--- src/rtl/seg_scan_driver.sv ---
// seg_scan_driver: time-multiplexed scan controller for a common-anode
// multi-digit 7-segment display, feeding a per-digit hex decoder.
//
// Ports:
//   clk          system clock
//   rst          synchronous reset, active-high
//   load_valid   producer offers a new display value
//   load_ready   block can accept a value (shadow buffer empty)
//   load_data    hex nibbles, digit i = bits [4i+3:4i]
//   load_dots    decimal-point bit per digit
//   blink_mask   1 = digit blinks (live, not buffered)
//   dig_dat      nibble to decoder
//   dig_dot      dot to decoder
//   dig_en       decoder enable, 0 = segments dark
//   an_n         active-low anode select, at most one bit low
//   frame_done   one-cycle pulse after the scan wraps to digit 0
module seg_scan_driver #(
   parameter int NUM_DIGITS   = 4,
   parameter int CLK_DIV      = 50000,
   parameter int BLANK_CYC    = 500,
   parameter int BLINK_FRAMES = 64,
   parameter int LZ_BLANK     = 1
) (
   input  logic                    clk,
   input  logic                    rst,
   input  logic                    load_valid,
   output logic                    load_ready,
   input  logic [4*NUM_DIGITS-1:0] load_data,
   input  logic [NUM_DIGITS-1:0]   load_dots,
   input  logic [NUM_DIGITS-1:0]   blink_mask,
   output logic [3:0]              dig_dat,
   output logic                    dig_dot,
   output logic                    dig_en,
   output logic [NUM_DIGITS-1:0]   an_n,
   output logic                    frame_done
);

   localparam int DW = $clog2(CLK_DIV);
   localparam int IW = $clog2(NUM_DIGITS);
   localparam int FW = (BLINK_FRAMES > 1) ? $clog2(BLINK_FRAMES) : 1;

   localparam logic [DW-1:0] DIV_LAST  = DW'(CLK_DIV - 1);
   localparam logic [DW-1:0] BLANK_END = DW'(BLANK_CYC);
   localparam logic [IW-1:0] IDX_LAST  = IW'(NUM_DIGITS - 1);
   localparam logic [FW-1:0] FRM_LAST  = FW'(BLINK_FRAMES - 1);

   // scan position
   logic [DW-1:0] r_div_cnt;
   logic [IW-1:0] r_idx;

   // double buffer
   logic [4*NUM_DIGITS-1:0] r_sh_dat;
   logic [NUM_DIGITS-1:0]   r_sh_dot;
   logic [4*NUM_DIGITS-1:0] r_act_dat;
   logic [NUM_DIGITS-1:0]   r_act_dot;
   logic                    r_pending;

   // blink timing
   logic [FW-1:0] r_frm_cnt;
   logic          r_blink;

   // registered outputs
   logic [NUM_DIGITS-1:0] r_an_n;
   logic [3:0]            r_dig_dat;
   logic                  r_dig_dot;
   logic                  r_dig_en;
   logic                  r_frame_done;

   // combinational helpers
   logic                  w_slot_end;
   logic                  w_boundary;
   logic                  w_xfer;
   logic                  w_commit;
   logic                  w_guard;
   logic                  w_lz;
   logic                  w_blink_off;
   logic                  w_off;
   logic                  w_zero_run;
   logic [NUM_DIGITS-1:0] w_zero_from;
   logic [NUM_DIGITS-1:0] w_an_sel;
   logic [3:0]            w_nib [NUM_DIGITS];

   assign load_ready = ~rst & ~r_pending;

   assign w_slot_end = (r_div_cnt == DIV_LAST);
   assign w_boundary = w_slot_end & (r_idx == IDX_LAST);
   assign w_xfer     = load_valid & load_ready;
   // xfer needs pending=0 and commit needs pending=1, so a value
   // accepted on the boundary cycle waits for the next boundary
   assign w_commit   = w_boundary & r_pending;

   // w_zero_from[i]: every nibble from the top digit down to i is zero
   always_comb begin
      w_zero_run  = 1'b1;
      w_zero_from = '0;
      for (int i = NUM_DIGITS - 1; i >= 0; i--) begin
         w_nib[i]       = r_act_dat[4*i +: 4];
         w_zero_run     = w_zero_run & (w_nib[i] == 4'h0);
         w_zero_from[i] = w_zero_run;
      end
   end

   always_comb begin
      w_guard     = (r_div_cnt < BLANK_END);
      w_lz        = (LZ_BLANK != 0) && (r_idx != '0) &&
                    w_zero_from[r_idx];
      w_blink_off = r_blink & blink_mask[r_idx];
      w_off       = w_guard | w_lz | w_blink_off;
      w_an_sel    = ~(NUM_DIGITS'(1) << r_idx);
   end

   // slot divider and digit index
   always_ff @(posedge clk) begin
      if (rst) begin
         r_div_cnt <= '0;
         r_idx     <= '0;
      end else begin
         if (w_slot_end) begin
            r_div_cnt <= '0;
            if (r_idx == IDX_LAST) begin
               r_idx <= '0;
            end else begin
               r_idx <= r_idx + IW'(1);
            end
         end else begin
            r_div_cnt <= r_div_cnt + DW'(1);
         end
      end
   end

   // shadow / active buffers
   always_ff @(posedge clk) begin
      if (rst) begin
         r_sh_dat  <= '0;
         r_sh_dot  <= '0;
         r_act_dat <= '0;
         r_act_dot <= '0;
         r_pending <= 1'b0;
      end else begin
         if (w_xfer) begin
            r_sh_dat  <= load_data;
            r_sh_dot  <= load_dots;
            r_pending <= 1'b1;
         end else if (w_commit) begin
            r_pending <= 1'b0;
         end
         if (w_commit) begin
            r_act_dat <= r_sh_dat;
            r_act_dot <= r_sh_dot;
         end
      end
   end

   // blink phase toggles every BLINK_FRAMES frames
   always_ff @(posedge clk) begin
      if (rst) begin
         r_frm_cnt <= '0;
         r_blink   <= 1'b0;
      end else if (w_boundary) begin
         if (r_frm_cnt == FRM_LAST) begin
            r_frm_cnt <= '0;
            r_blink   <= ~r_blink;
         end else begin
            r_frm_cnt <= r_frm_cnt + FW'(1);
         end
      end
   end

   // output stage, one cycle behind the scan position
   always_ff @(posedge clk) begin
      if (rst) begin
         r_an_n       <= '1;
         r_dig_dat    <= 4'h0;
         r_dig_dot    <= 1'b0;
         r_dig_en     <= 1'b0;
         r_frame_done <= 1'b0;
      end else begin
         r_an_n       <= w_guard ? '1 : w_an_sel;
         r_dig_dat    <= w_nib[r_idx];
         r_dig_dot    <= ~w_off & r_act_dot[r_idx];
         r_dig_en     <= ~w_off;
         r_frame_done <= w_boundary;
      end
   end

   assign an_n       = r_an_n;
   assign dig_dat    = r_dig_dat;
   assign dig_dot    = r_dig_dot;
   assign dig_en     = r_dig_en;
   assign frame_done = r_frame_done;

endmodule

--- config.mk ---
export PLATFORM = sky130hd
export DESIGN_NAME = seg_scan_driver
export DESIGN_NICKNAME = d
export VERILOG_FILES = /design/src/rtl/seg_scan_driver.sv
export SDC_FILE = /design/constraint.sdc
export NUM_CORES = 1
export LEC_CHECK = 0
export CAP_MARGIN = 10
export CORE_ASPECT_RATIO = 1.2
export CORE_UTILIZATION = 59
export DETAILED_ROUTE_END_ITERATION = 10
export GPL_TIMING_DRIVEN = 0
export PLACE_DENSITY_LB_ADDON = 0.25
export SLEW_MARGIN = 20
export SYNTH_ARGS = -nofsm -noshare
export SYNTH_HDL_FRONTEND = slang
export SYNTH_SLANG_ARGS = --single-unit
--- constraint.sdc ---
create_clock -name clk -period 3.65 [get_ports clk]
set_input_delay 0.73 -clock clk [delete_from_list [all_inputs] [get_ports clk]]
set_output_delay 0.73 -clock clk [all_outputs]
set_load 0.05 [all_outputs]
==> flow_summary_export.csv <==
group,metric,value,unit
yosys,synth_cell_type_count,40,
cells_and_area,drive_gt1_share,7.97,%
global_route,grt_pass1_vias,2731,
sta,maxSlewHeadroom,57.8,%
route,wire_per_inst,15.6,um
critical_path,reg2reg_depth,6,
floorplan,initial_core_util,61.1,%
global_route,grtUsageMet2,47.1,%
yosys,netlist_area,3240,um2
cells_and_area,syn2layout_area_growth,20.0,%
critical_path,startpoint_type,"input pin",
sta,worst_pin_slew,0.630,ns
cells_and_area,nNetsFinal,443,
place,place_area,3690,um2
sta,slew_viol_final,0,
hold_path,hp-class,"reg -> reg",
yosys,synth_warnings,0,
sta,timing.hold.ws,0.468,ns
cells_and_area,antennaDiodeCount,0,
cts,clockRootBuffer,"clkbuf_8",
cells_and_area,mostFrequentLayoutCells,"77 x dfxtp_1, 44 x o21ai_0, 38 x clkdlybuf4s50_1",
cts,post_cts_buffers,0,
place,portBuffers,38,
route,via_per_inst,5.91,
global_route,grt_most_used_layer,"met2",
sta,finalHoldViolCount,0,
floorplan,core_area,5300,um2
sta,skew,0.0111,ns
cts,cts_tree,"built",
critical_path,worstPathMaxFanout,7,
hold_path,whs_path_depth,1,
yosys,ys.flop_type,"dfxtp_1",
critical_path,worstSetupEndpointType,"output port",
place,place_ws,0.597,ns
global_route,grt_max_degree,14,
global_route,grtUsageMet1,31.9,%
yosys,yosysSeqAreaShare,47.6,%
route,drtIter0Drc,267,
yosys,synth-seq-cells,77,
power_and_ir_drop,p_per_area,410,nW/um2
floorplan,die_area,5790,um2
critical_path,cp.required,2.92,ns
critical_path,crit_path_top_delay_cell,"clkdlybuf4s50_1",
critical_path,cp_common_cell,"clkdlybuf4s50_1",
place,dp_hpwl,5.18,mm
floorplan,die_y,83.1,um
global_route,grt_pass1_wl,12.5,mm
sta,worst_slack,0.575,ns
cts,cts_max_path_buffers,2,
route,antenna_left,0,
power_and_ir_drop,ir_worst_vdd,0.361,mV
critical_path,r2r-end,"dig_dot$_SDFF_PP0_",
flow_run,maxCapViolCount,0,
critical_path,crit_chain,"clkdlybuf4s50_1, nor2_1, clkdlybuf4s50_1",
route,wl,7.41,mm
hold_path,worstHoldStart,"r_div_cnt[0]$_SDFF_PP0_",
cts,cts_hold_buffers,0,
yosys,syn_nets,394,
sta,setup_tns,0,ns
critical_path,critPathKind,"in -> out",
sta,finalCriticalPeriod,3.07,ns
floorplan,io_pins,39,
yosys,syn_inst,361,
cells_and_area,fin_util,73.3,%
floorplan,rows,29,
critical_path,r2r_slack,1.32,ns
cts,h-tree-depth,3,
critical_path,arrival,2.34,ns
global_route,grt_use_total,27.4,%
power_and_ir_drop,power,1.59,mW
place,dp_cells,461,
floorplan,die_w,69.6,um
global_route,globalRouteOverflowTotal,0,
cells_and_area,stdcell_count,476,
yosys,syn_area_per_cell,8.97,um2
cts,numCtsBuffers,9,
critical_path,rr_startpoint,"r_idx[1]$_SDFFE_PP0N_",
route,vias,2811,
cells_and_area,postLayoutCellArea,3880,um2
sta,rsz0062_at_grt,"false",
cells_and_area,final_common_cell,"dfxtp_1",
global_route,antenna_found_initial,0,
critical_path,cpPeakStageDelay,0.83,ns
cts,clock_sinks,77,
cts,insertion_delay,0.36,ns
cts,ctsResizeCount,0,
outcome,status,"completed",
sta,setup_viol,0,
cts,clk_pin_slew,0.08,ns
place,routabilityCongestion,0.912,
power_and_ir_drop,power_leakage,1.32,nW
global_route,use_met3,6.19,%
critical_path,cp_top_family,"buffers and inverters",
route,drc,0,
route,first_pass_iters,6,
sta,min_period_over_period,84.2,%
yosys,synthArstFlopShare,0,%
hold_path,holdPathEnd,"r_div_cnt[0]$_SDFF_PP0_",
sta,timing.fmax,325,MHz
critical_path,cp_num_buf_inv,2,
yosys,synth_edf_count,0,
==> area by class of cell <==
| cell class | instances | area (um2) |
|---|---|---|
| fillers | 428 | 1410 |
| flip-flops and latches | 77 | 1540 |
| multi-input cells | 251 | 1560 |
| clock buffers | 9 | 124 |
| inverters | 10 | 37.5 |
| clock inverters | 6 | 65.1 |
| plain buffers | 23 | 98.8 |
| repair buffers | 38 | 380 |
| well taps | 62 | 77.6 |
==> cells by family (layout without fill, tap and decap cells) <==
| logic type | count (synthesis) | in the layout | share of synthesized area (%) |
|---|---|---|---|
| buf+inv | 33 | 86 | 4.21 |
| xor+xnor | 14 | 14 | 3.79 |
| compound gates | 75 | 75 | 12.1 |
| flops | 77 | 77 | 47.6 |
| mux | 10 | 10 | 5.57 |
| fa+ha+maj | 6 | 6 | 2.32 |
| simple gates | 146 | 146 | 24.4 |
==> flip-flops by register name, indices dropped and copies added, names as in the netlist <==
name,cells
an_n,4
dig_dat,4
dig_dot,1
dig_en,1
frame_done,1
r_act_dat,16
r_act_dot,4
r_blink,1
r_div_cnt,16
r_frm_cnt,6
r_idx,2
r_pending,1
r_sh_dat,16
r_sh_dot,4
==> worst max path at each step <==
stage / depth (start not counted) / startpoint / slack (ns) / end
after floorplan: 5 / rst / 1.50 / r_sh_dat[0]$_SDFFE_PP0P_
after global placement: 3 / rst / 0.58 / load_ready
after detailed placement: 3 / rst / 0.60 / load_ready
after CTS: 3 / rst / 0.58 / load_ready
after global routing: 3 / rst / 0.53 / load_ready
final: 3 / rst / 0.58 / load_ready
==> Yosys cell counts (2+ instances only) <==
library cell  count  share of area, %
dfxtp_1          77                48
o21ai_0          44               6.8
nand2_1          30               3.5
nand3_1          26               4.0
a21oi_1          25               3.9
nor2_1           25               2.9
nand2b_1         22               4.3
clkbuf_1         17               2.0
xnor2_1          12               3.2
inv_1            10               1.2
nor4_1            7               1.4
ha_1              6               2.3
mux4_2            6               4.2
nand4_1           6               1.2
nor2b_1           6               1.2
nor3_1            6              0.93
buf_2             4              0.62
mux2i_1           3              0.93
or3_1             3              0.58
a211oi_1          2              0.46
and4_1            2              0.54
and4b_1           2              0.62
or4_1             2              0.46
xor2_1            2              0.54
==> where the power goes <==
group	leakage [nW]	total (mW)	internal (mW)	switching [mW]
combinational	0.603	0.0894	0.0437	0.0457
clock	0.0950	0.632	0.312	0.320
sequential	0.625	0.871	0.858	0.0131
==> per-layer routing <==
layer | vias up | share of wire, %
met5 | - | 0
met4 | 0 | 3.4
met3 | 34 | 4.5
met2 | 93 | 50
met1 | 1330 | 42
li1 | 1354 | -
No activity file was read; power rests on OpenSTA's default activity.
